### src/rtl/fault_inj_pkg.sv
// rtl/fault_inj_pkg.sv - shared mode encoding, LFSR constants and position helper
// for the ECC fault-injection blocks.
package fault_inj_pkg;

  typedef enum logic [1:0] {
    MODE_NONE   = 2'b00,
    MODE_SINGLE = 2'b01,
    MODE_DOUBLE = 2'b10,
    MODE_BURST  = 2'b11
  } fault_mode_e;

  // Taps for x^16+x^14+x^13+x^11+1 in a left-shifting Fibonacci register
  localparam logic [15:0] LFSR_TAPS    = 16'hB400;
  localparam logic [15:0] DEFAULT_SEED = 16'hACE1;

  function automatic int unsigned pos_mod(input logic [7:0] v, input int unsigned w);
    return 32'(v) % w;
  endfunction

endpackage

### src/rtl/fault_lfsr16.sv
// rtl/fault_lfsr16.sv - 16-bit Fibonacci LFSR that steps only when advance is high,
// so an injection sequence replays exactly from the seed.
module fault_lfsr16
  import fault_inj_pkg::*;
#(
  parameter logic [15:0] SEED = DEFAULT_SEED
) (
  input  logic        clk,
  input  logic        reset,
  input  logic        advance,
  output logic [15:0] value
);

  logic [15:0] lfsr_q;
  logic [15:0] lfsr_d;

  always_comb begin
    lfsr_d = lfsr_q;
    if (advance) begin
      lfsr_d = {lfsr_q[14:0], ^(lfsr_q & LFSR_TAPS)};
    end
  end

  always_ff @(posedge clk) begin
    if (reset) begin
      lfsr_q <= SEED;
    end else begin
      lfsr_q <= lfsr_d;
    end
  end

  assign value = lfsr_q;

endmodule

### src/rtl/sram_fault_injector.sv
// rtl/sram_fault_injector.sv - register-slice stage that XORs a deterministic
// single/double/burst error mask into codewords headed for the SRAM write port.
module sram_fault_injector
  import fault_inj_pkg::*;
#(
  parameter int          DATA_W   = 22,
  parameter int          PERIOD_W = 8,
  parameter logic [15:0] SEED     = DEFAULT_SEED,
  parameter int          CNT_W    = 16
) (
  input  logic                clk,
  input  logic                reset,
  input  logic                enable,
  input  logic [1:0]          mode,
  input  logic [PERIOD_W-1:0] period,
  input  logic                in_valid,
  output logic                in_ready,
  input  logic [DATA_W-1:0]   in_data,
  output logic                out_valid,
  input  logic                out_ready,
  output logic [DATA_W-1:0]   out_data,
  output logic [DATA_W-1:0]   out_mask,
  output logic [CNT_W-1:0]    inject_cnt,
  output logic                flag_single,
  output logic                flag_double
);

  localparam int unsigned      W_U = DATA_W;
  localparam logic [DATA_W-1:0] ONE = DATA_W'(1);

  logic                out_valid_q, out_valid_d;
  logic [DATA_W-1:0]   out_data_q, out_data_d;
  logic [DATA_W-1:0]   out_mask_q, out_mask_d;
  logic [CNT_W-1:0]    inject_cnt_q, inject_cnt_d;
  logic                flag_single_q, flag_single_d;
  logic                flag_double_q, flag_double_d;
  logic [PERIOD_W-1:0] pcnt_q, pcnt_d;

  logic        accept;
  logic        inject;
  logic        advance;
  logic [15:0] lfsr_value;
  fault_mode_e mode_e;
  int unsigned pos_p, pos_q, pos_q_adj, pos_p1, pos_p2;
  logic [DATA_W-1:0] mask_c;

  assign mode_e   = fault_mode_e'(mode);
  assign in_ready = !reset && (!out_valid_q || out_ready);
  assign accept   = in_valid && in_ready;
  assign inject   = enable && (mode_e != MODE_NONE) && (pcnt_q == '0);
  assign advance  = accept && enable;

  fault_lfsr16 #(
    .SEED(SEED)
  ) u_lfsr (
    .clk    (clk),
    .reset  (reset),
    .advance(advance),
    .value  (lfsr_value)
  );

  // Mask is built from the pre-advance LFSR value
  always_comb begin
    pos_p     = pos_mod(lfsr_value[7:0], W_U);
    pos_q     = pos_mod(lfsr_value[15:8], W_U);
    pos_p1    = (pos_p + 1) % W_U;
    pos_p2    = (pos_p + 2) % W_U;
    pos_q_adj = (pos_q == pos_p) ? pos_p1 : pos_q;
    mask_c    = '0;
    if (inject) begin
      case (mode_e)
        MODE_SINGLE: mask_c = ONE << pos_p;
        MODE_DOUBLE: mask_c = (ONE << pos_p) | (ONE << pos_q_adj);
        MODE_BURST:  mask_c = (ONE << pos_p) | (ONE << pos_p1) | (ONE << pos_p2);
        default:     mask_c = '0;
      endcase
    end
  end

  always_comb begin
    out_valid_d   = out_valid_q;
    out_data_d    = out_data_q;
    out_mask_d    = out_mask_q;
    inject_cnt_d  = inject_cnt_q;
    pcnt_d        = pcnt_q;
    flag_single_d = 1'b0;
    flag_double_d = 1'b0;
    if (accept) begin
      out_valid_d = 1'b1;
      out_data_d  = in_data ^ mask_c;
      out_mask_d  = mask_c;
      if (inject) begin
        if (inject_cnt_q != '1) begin
          inject_cnt_d = inject_cnt_q + 1'b1;
        end
        flag_single_d = (mode_e == MODE_SINGLE);
        flag_double_d = (mode_e == MODE_DOUBLE) || (mode_e == MODE_BURST);
      end
      if (enable) begin
        pcnt_d = (pcnt_q == '0) ? period : pcnt_q - 1'b1;
      end
    end else if (out_ready) begin
      out_valid_d = 1'b0;
    end
  end

  always_ff @(posedge clk) begin
    if (reset) begin
      out_valid_q   <= 1'b0;
      out_data_q    <= '0;
      out_mask_q    <= '0;
      inject_cnt_q  <= '0;
      flag_single_q <= 1'b0;
      flag_double_q <= 1'b0;
      pcnt_q        <= '0;
    end else begin
      out_valid_q   <= out_valid_d;
      out_data_q    <= out_data_d;
      out_mask_q    <= out_mask_d;
      inject_cnt_q  <= inject_cnt_d;
      flag_single_q <= flag_single_d;
      flag_double_q <= flag_double_d;
      pcnt_q        <= pcnt_d;
    end
  end

  assign out_valid   = out_valid_q;
  assign out_data    = out_data_q;
  assign out_mask    = out_mask_q;
  assign inject_cnt  = inject_cnt_q;
  assign flag_single = flag_single_q;
  assign flag_double = flag_double_q;

endmodule

### config.mk
export PLATFORM = sky130hd
export DESIGN_NAME = sram_fault_injector
export DESIGN_NICKNAME = d
export VERILOG_FILES = /design/src/rtl/fault_inj_pkg.sv /design/src/rtl/fault_lfsr16.sv /design/src/rtl/sram_fault_injector.sv
export SDC_FILE = /design/constraint.sdc
export NUM_CORES = 1
export LEC_CHECK = 0
export BUFFER_PORTS_ARGS = -buffer_cell sky130_fd_sc_hd__buf_2
export CAP_MARGIN = 15
export CORE_ASPECT_RATIO = 1.2
export CORE_MARGIN = 5
export CORE_UTILIZATION = 55
export DETAILED_ROUTE_END_ITERATION = 8
export GPL_TIMING_DRIVEN = 0
export PLACE_DENSITY = 0.78
export SLEW_MARGIN = 20
export SYNTH_ARGS = -nofsm -noshare
export SYNTH_HDL_FRONTEND = slang
export SYNTH_SLANG_ARGS = --single-unit
### constraint.sdc
create_clock -name clk -period 10.4 [get_ports clk]
set_input_delay 1.04 -clock clk [delete_from_list [all_inputs] [get_ports clk]]
set_output_delay 1.04 -clock clk [all_outputs]
set_load 0.005 [all_outputs]
# Word-level counts from Yosys, hierarchy flattened
# Cells that the tools add are included.
[totals]
in_bits = 37
latchBits = 0
ramBits = 0
output_inout_bits = 64
n_memories = 0
rom_bits = 0
regBits = 87
[classes]
div = 4
n_lt_le_gt_ge = 0
reduce_logical = 16
multipliers = 0
addsub = 4
shift = 4
n_eq_ne = 5
bitwise = 6
muxes = 6
[op_table]
columns = ["cell", "n"]
rows = [
  ["1-bit by 32-bit left shift with 22-bit output (first input constant)", 4],
  ["22-bit OR", 3],
  ["22-bit one-hot mux with 3 select lines", 1],
  ["32-bit by 5-bit modulo with 32-bit output (second input constant)", 2],
  ["8-bit by 5-bit modulo with 32-bit output (second input constant)", 2],
  ["32-bit by 1-bit adder with 32-bit output (second input constant)", 1],
  ["32-bit by 2-bit adder with 32-bit output (second input constant)", 1],
  ["32-bit equality test", 1],
  ["32-bit two-way mux", 1],
  ["22-bit two-way mux", 1],
  ["22-bit XOR", 1],
  ["16-bit by 1-bit adder with 16-bit output (second input constant)", 1],
  ["16-bit != test (second input constant)", 1],
  ["16-bit parity", 1],
  ["8-bit zero test", 1],
  ["8-bit two-way mux", 1],
  ["8-bit by 1-bit subtractor with 8-bit output (second input constant)", 1],
  ["1-bit logical AND", 5],
  ["2-bit equality test (second input constant)", 2],
  ["2-bit nonzero test", 2],
  ["3-bit AND reduction", 1],
  ["3-bit OR reduction", 1],
  ["2-bit by 1-bit equality test with 1-bit output (second input constant)", 1],
  ["1-bit zero test", 2],
  ["4 further kinds", 7],
]

# Longest topological paths before layout
# Gate-level depths: netlist of run 1.
[logic_depth]
word_depth = 9
mapped_depth = 48
mapped_depth_nobuf = 43

# By module
# From an unflattened synthesis of run 1, not the netlist that was laid out.
[hier_totals]
cells_unflattened = 1380
area_unflattened_um2 = 9786.9
[by_module_without_submodules]
columns = ["module", "area_per_inst_um2", "seq_area_each_um2", "cells_per_inst", "n_inst"]
rows = [
  ["sram_fault_injector", 9167.5, 1421.4, 1325, 1],
  ["fault_lfsr16", 619.3, 320.3, 55, 1],
]

# Least setup slack after synthesis of run 1
# No wires, ideal clock.
[synth_timing]
path_kind = "register to register"
startpoint = "register u_lfsr.lfsr_q[4] (netlist: u_lfsr.value[4])"
endpoint = "register out_data_q[4] (netlist: out_data[4])"
n_path_buf = 6
stages_incl_launch_ff = 46
slack_ps = -724
required_time_ps = 10330
period_less_slack_ps = 11124
setup_time_ps = 70
arrival_ps = 11054
path_cell_list = "dfxtp_1 -> clkbuf_1 -> buf_2 -> a21o_1 -> ha_1 -> nand2b_4 -> a222oi_1 -> xnor2_1 -> and2_4 -> a221oi_2 -> or3_1 -> buf_2 -> nand2_1 -> xor2_1 -> ha_1 -> inv_1 -> nand2_1 -> nor2_1 -> [10 not listed] -> xnor2_2 -> a22o_4 -> mux2i_4 -> o311a_1 -> buf_4 -> o221ai_1 -> a21oi_1 -> o31ai_1 -> xor2_1 -> ha_1 -> a221o_1 -> a221oi_2 -> a21bo_2 -> nor3b_2 -> buf_2 -> a31oi_1 -> mux2_1 -> a21oi_1"
[synth_between]
elab_chain_len = 9
word_cells_on_any_way = 17
[synth_lines]
columns = ["element", "line", "rtl"]
rows = [
  ["start, declared", "fault_lfsr16.sv:14", "logic [15:0] lfsr_q;"],
  ["start signal, assigned", "fault_lfsr16.sv:28", "lfsr_q <= lfsr_d;"],
  ["8-bit by 5-bit modulo with 32-bit output (*)", "fault_inj_pkg.sv:17", "return 32'(v) % w;"],
  ["32-bit by 1-bit adder with 32-bit output", "sram_fault_injector.sv:66", "pos_p1 = (pos_p + 1) % W_U;"],
  ["32-bit by 5-bit modulo with 32-bit output", "sram_fault_injector.sv:66", ""],
  ["1-bit by 32-bit left shift with 22-bit output / 32-bit two-way mux (equally long branches)", "sram_fault_injector.sv:74, sram_fault_injector.sv:68", ""],
  ["22-bit OR / 1-bit by 32-bit left shift with 22-bit output (equally long branches)", "sram_fault_injector.sv:74, sram_fault_injector.sv:73", ""],
  ["22-bit OR, on equally long branches", "sram_fault_injector.sv:74, sram_fault_injector.sv:73", ""],
  ["22-bit one-hot mux with 3 select lines (*)", "sram_fault_injector.sv:71", "case (mode_e)"],
  ["22-bit two-way mux (*)", "sram_fault_injector.sv:70", "if (inject) begin"],
  ["22-bit XOR (*)", "sram_fault_injector.sv:90", "out_data_d = in_data ^ mask_c;"],
  ["end signal, assigned", "sram_fault_injector.sv:118", "out_data_q <= out_data_d;"],
  ["end, declared", "sram_fault_injector.sv:32", "logic [DATA_W-1:0] out_data_q, out_data_d;"],
]
# Mark *: on every way between the ends. The rest lies on a longest branch, timed or not.
# A chain may end at the register's enable or synchronous reset.

# Worst setup path after layout of run 1
[layout_timing]
startpoint = "register u_lfsr.lfsr_q[6] (netlist: u_lfsr.value[6])"
endpoint = "register out_data_q[15] (netlist: out_data[15])"
# Same word-level chain as after synthesis.

==> reports/metrics.cfg, run 1 <==
[layout]
layout-drive-gt1-share_pct = 24.53
layout.cells.most_common = sky130_fd_sc_hd__nand2_1
most-common-layout-cells = sky130_fd_sc_hd__nand2_1, sky130_fd_sc_hd__buf_2, sky130_fd_sc_hd__nor2_1
multi_input_comb_area_um2 = 8031
layout-area-overhead-vs-synth_pct = 27.15
nFillCells = 1346
layout.nets = 1548
ff_latch_area_um2 = 1748
insertedDiodeCount = 0
final_cell_area_excluding_filler_cells_um2 = 11880

[sta]
final.period_utilization_pct = 99.46
max_slew.worst_pin.slew_ns = 0.9694
setup-violations-final = 0
rel_slew_slack_pct = 34.69
timing.fmax_mhz = 96.68
timing_max_transition_violations_final = 0
finalClockSkew_ns = 0.01150
report.final.hold_viol_count = 0
min_period_ns = 10.34

[clocking]
tritoncts_num_sinks = 87
clock_tree.buffer_depth = 2
clock_buffer_count_from_cts = 9
cts_tree = yes
htree_num_levels = 3
cts_root_cell = sky130_fd_sc_hd__clkbuf_16
clk_pin_slew_ns = 0.07
worstSkewPairLatency_ns = 0.36

[setup_path]
critical-path-top-delay-family = compound AO/OA/AOI/OAI gates
critPathRequiredTime_ns = 10.68
max_stage_delay_ns = 0.79
crit_cells = 44
timing.critical_path.slowest_stage_cell = sky130_fd_sc_hd__a211oi_1
critPathKind = reg2reg
r2r_cells = 44
critical_path.max_fanout = 10
critical_path_arrival_ns = 10.62
cp-end-kind = flip-flop
worst-path-buf-inv = 10
startpoint_type = flip-flop
timing.critical_path.mode_cell = sky130_fd_sc_hd__buf_4

[die]
start_util_pct = 55.64
die_area_um2 = 19700
die_h_um = 152.8
top_level_ports = 101
die_width_um = 129.0
placementRows = 52
core-area_um2 = 16790

[global_routing]
number_of_global_route_vias_before_repair = 10142
grt_use_total_pct = 29.47
grt-ovfl-total = 0
first_pass_grt_wire_length_um = 49480
largest_net_degree_at_the_start_of_global_routing = 17
number_of_antenna_violations_at_the_first_check_in_global_routing = 1

[placed_design]
portBuffers = 97
post_place_instance_area_um2 = 10140
detailed_place_hpwl_um = 22120
routabilityCongestion = 0.9515

[logic_synthesis]
asyncSetResetFlopFracSynth_pct = 0
synthDistinctLibCells = 108
synthCells = 1318
postSynth.topFlopCell = sky130_fd_sc_hd__dfxtp_1
post-synth-top-area-cell = sky130_fd_sc_hd__dfxtp_1
synth_enable_flop_cells = 0
post_synthesis_instance_area_um2 = 9340
synthesis.nets = 1371
ranking_of_synthesized_cells_by_area = sky130_fd_sc_hd__dfxtp_1, sky130_fd_sc_hd__nand2_1, sky130_fd_sc_hd__a21oi_1, sky130_fd_sc_hd__xnor2_1, sky130_fd_sc_hd__nor2_1
synth_area_per_cell_um2 = 7.087
seq_area_frac_synth_pct = 18.65
synthesis.yosys.warnings = 0
ys_ff_latch = 87
yosys.area.top_type_share_pct = 18.65

[hold_path]
worstHoldPathType = reg2reg
worstHoldPathCells = 2

[route]
detail_route.drc_violations = 0
wire_per_inst_um = 18.84
drt-total-wl_um = 32330
drt-initial-drc-count = 1116
dr.pass1.iters = 6
dr_total_vias = 11361
ant_nets = 0
detail_route.vias_per_cell = 6.621

[job]
max-cap-violations = 0

[status]
outcome = complete, no violations

## layout make-up
class / count / area share [%]
sequential: 87 / 14.72
inverter: 32 / 1.064
tap: 216 / 2.276
clock buffer: 10 / 2.012
clock inverter: 6 / 0.6110
timing repair buffer: 170 / 9.008
multi-input combinational: 1131 / 67.63
buffer: 64 / 2.686
## cell usage after synthesis, types with 12 or more instances
library cell               count
sky130_fd_sc_hd__a22oi_1      18
sky130_fd_sc_hd__ha_1         16
sky130_fd_sc_hd__nand3_1      61
sky130_fd_sc_hd__or3_1        20
sky130_fd_sc_hd__inv_1        30
sky130_fd_sc_hd__o211ai_1     25
sky130_fd_sc_hd__nand2b_1     14
sky130_fd_sc_hd__mux2i_1      17
sky130_fd_sc_hd__xor2_1       22
sky130_fd_sc_hd__clkbuf_1     49
sky130_fd_sc_hd__a21oi_1     104
sky130_fd_sc_hd__o22ai_1      27
sky130_fd_sc_hd__and3_1       18
sky130_fd_sc_hd__nor3_1       28
sky130_fd_sc_hd__a31oi_1      53
sky130_fd_sc_hd__nor4_1       12
sky130_fd_sc_hd__and2_1       18
sky130_fd_sc_hd__a21o_1       13
sky130_fd_sc_hd__xnor2_1      48
sky130_fd_sc_hd__or2_1        15
sky130_fd_sc_hd__nand2_1     174
sky130_fd_sc_hd__o21ai_0      56
sky130_fd_sc_hd__nor2b_1      15
sky130_fd_sc_hd__o21a_1       17
sky130_fd_sc_hd__nand4_1      16
sky130_fd_sc_hd__nor2_1      104
sky130_fd_sc_hd__dfxtp_1      87
sky130_fd_sc_hd__a211oi_1     18
## flip-flops by register name, summed over array words and instances, names as in the netlist
signal and flops:
out_data 22, out_mask 22, inject_cnt 16, u_lfsr.value 16, pcnt_q 8, flag_double 1
flag_single 1, out_valid 1
## logic make-up after synthesis
kind of cell	count (synthesis)	share of synthesized area [%]
buf+inv	100	4.300
simple gates	552	29.91
compound gates	457	34.11
flops	87	18.65
fa+ha+maj	20	2.572
mux	30	3.550
xor+xnor	72	6.912
## stage by stage
stage | setup TNS [ns] | std cells | setup slack [ns] | hold slack, ns | utilization [%]
6_report | 0 | 1716 | 0.05635 | 0.4565 | 70.75
5_1_grt | -6.467 | 1716 | -0.3751 | 0.4791 | 70.75
4_1_cts | 0 | 1669 | 0.0002514 | 0.4559 | 65.65
3_5_place_dp | -61.90 | 1631 | -1.750 | 0.4465 | 60.41
3_3_place_gp | -59.44 | 1631 | -1.693 | 0.4400 | 60.41
2_1_floorplan | 0 | 1318 | 0.01918 | 0.4482 | -
## worst paths after layout
path / start / endpoint / slack, ns
setup reg to reg: u_lfsr.value[6] / out_data[15] / 0.06
hold / removal: out_data[14] / out_data[14] / 0.46
hold reg to reg: out_data[14] / out_data[14] / 0.46
setup / recovery: u_lfsr.value[6] / out_data[15] / 0.06
## repair_timing
action / in CTS / in global routing
gates resized for setup: 78 / 103
pin swaps: 25 / 60
hold buffers: 0 / 0
buffers inserted: 23 / 48
cloned: 0 / 2
endpoints found under the setup margin: 44 / 44
## worst reg2reg max path: cells and delay by family, from the launching register on
kind / cells / cell delay, ns
multiplexers: 1 / 0.23
buffers and inverters: 10 / 1.53
XOR/XNOR: 1 / 0.13
adder cells (fa/ha/maj): 2 / 0.49
AO/OA/AOI/OAI: 20 / 5.05
flip-flops: 1 / 0.35
AND/OR/NAND/NOR: 10 / 2.49
## per-layer routing
layer / share of wire, % / track usage [%] / up-vias
li1: - / - / 5318
met1: 40 / 36.94 / 5342
met2: 49 / 50.27 / 561
met3: 7.3 / 5.049 / 138
met4: 3.9 / 10.56 / 2
met5: 0.037 / 0 / -
Power of run 1 is left out: the tool's default activity adds up to more than one toggle a clock period on the data nets, which glitch-free logic cannot reach.
==> inputs of run 2 (changes only) <==
Settings changed: RECOVER_POWER set to 100.
==> reports/metrics.cfg, run 2 (synthesized netlist as in run 1, its figures left out) <==
[placed_design]
portBuffers = 97
routabilityCongestion = 0.9515
detailed_place_hpwl_um = 22120

[setup_path]
critPathRequiredTime_ns = 10.68
timing.critical_path.mode_cell = sky130_fd_sc_hd__buf_4
cp-end-kind = flip-flop
timing.critical_path.to = out_data[15]
reg2reg_to = out_data[15]
r2r_cells = 45
startpoint_type = flip-flop
critical_path_arrival_ns = 10.63
max_stage_delay_ns = 0.54
timing.critical_path.slowest_stage_cell = sky130_fd_sc_hd__a311oi_4
r2r_setup_slack_ns = 0.05
critical_path.max_fanout = 10
worst_r2r_startpoint = u_lfsr.value[6]
critical_path.startpoint = u_lfsr.value[6]
critPathKind = reg2reg

[clocking]
clock_tree.buffer_depth = 2
cts_root_cell = sky130_fd_sc_hd__clkbuf_16
tritoncts_num_sinks = 87
cts_hold_repair.buffers = 0
htree_num_levels = 3
clock_buffer_count_from_cts = 9
cts_tree = yes
clk_pin_slew_ns = 0.07
worstSkewPairLatency_ns = 0.36

[hold_path]
worstHoldPathType = reg2reg
worstHoldPathCells = 2

[die]
die_h_um = 152.8
die_area_um2 = 19700
placementRows = 52
top_level_ports = 101
core-area_um2 = 16790
die_width_um = 129.0
start_util_pct = 55.64

[global_routing]
first_pass_grt_wire_length_um = 49480
number_of_global_route_vias_before_repair = 10142
grt-ovfl-total = 0
largest_net_degree_at_the_start_of_global_routing = 17
grt_use_total_pct = 29.47
number_of_antenna_violations_at_the_first_check_in_global_routing = 1

[route]
detail_route.vias_per_cell = 6.599
ant_nets = 0
dr_total_vias = 11324
detail_route.drc_violations = 0
wire_per_inst_um = 18.84
dr.pass1.iters = 6
drt-total-wl_um = 32330
drt-initial-drc-count = 1093

[layout]
most-common-layout-cells = sky130_fd_sc_hd__nand2_1, sky130_fd_sc_hd__nor2_1, sky130_fd_sc_hd__a21oi_1
insertedDiodeCount = 0
layout.cells.most_common = sky130_fd_sc_hd__nand2_1
layout.nets = 1548
layout-area-overhead-vs-synth_pct = 26.76
layout-drive-gt1-share_pct = 22.60
postLayoutCoreUtil_pct = 70.54

[sta]
finalClockSkew_ns = 0.01290
setup-violations-final = 0
final.period_utilization_pct = 99.52
report.final.hold_viol_count = 0
rel_slew_slack_pct = 32.83
timing_max_transition_violations_final = 0
max_slew.worst_pin.slew_ns = 0.9970
timing.fmax_mhz = 96.62
tns_ns = 0
min_period_ns = 10.35

[status]
outcome = complete, no violations

[job]
max-cap-violations = 0

-- run 2: cell types whose count changed in the layout (fill, tap and decap cells not counted) --
| cell | change |
|---|---|
| sky130_fd_sc_hd__clkbuf_2 | +1 |
| sky130_fd_sc_hd__clkbuf_1 | +31 |
| sky130_fd_sc_hd__buf_1 | -2 |
| sky130_fd_sc_hd__buf_2 | -30 |
-- run 2: what timing repair did --
action                     CTS  global route
resized for setup           78           103
setup endpoints to repair   44            44
pin swaps                   25            60
cloned                       0             2
buffers inserted            23            48
-- run 2: how the worst min path moves through the flow --
stage / startpoint / end / slack, ns
finish: out_mask[13] / out_mask[13] / 0.46
global route: out_mask[7] / out_mask[7] / 0.48
CTS: out_mask[13] / out_mask[13] / 0.46
detailed placement: out_mask[13] / out_mask[13] / 0.45
global placement: out_data[14] / out_data[14] / 0.44
floorplan: out_data[14] / out_data[14] / 0.45
-- run 2: worst max-delay path, delay by kind of cell (launching register included) --
family	cells	cell delay, ns
buffers and inverters	9	1.37
AND/OR/NAND/NOR	11	2.67
AO/OA/AOI/OAI	20	4.74
flip-flops	1	0.35
adder cells (fa/ha/maj)	3	0.79
XOR/XNOR	1	0.12
multiplexers	1	0.23
-- run 2: stage by stage --
stage | hold WS (ns) | setup WS (ns) | instance area, µm² | instances
after global placement | 0.4400 | -1.693 | 10140 | 1631
after floorplan | 0.4482 | 0.01918 | 9385 | 1318
after CTS | 0.4559 | 0.0002514 | 11020 | 1669
final | 0.4572 | 0.04994 | 11840 | 1716
after detailed placement | 0.4465 | -1.750 | 10140 | 1631
after global routing | 0.4794 | -0.3751 | 11840 | 1716
-- run 2: cell type report --
| type | instances | area [µm²] |
|---|---|---|
| plain buffers | 64 | 319.1 |
| clock buffers | 10 | 239.0 |
| clock inverters | 6 | 72.57 |
| fillers | 1360 | 4946 |
| inverters | 32 | 126.4 |
| multi-input cells | 1131 | 8031 |
| flip-flops and latches | 87 | 1748 |
| well taps | 216 | 270.3 |
| repair buffers | 170 | 1033 |
-- run 2: per-layer routing --
layer | up-vias | track usage, % | routed length, µm
met5 | - | 0 | 12
met4 | 2 | 10.56 | 1226
met3 | 138 | 5.049 | 2432
met2 | 594 | 50.27 | 15930
met1 | 5283 | 36.94 | 12730
li1 | 5307 | - | -
Power of run 2 is left out for the same reason.
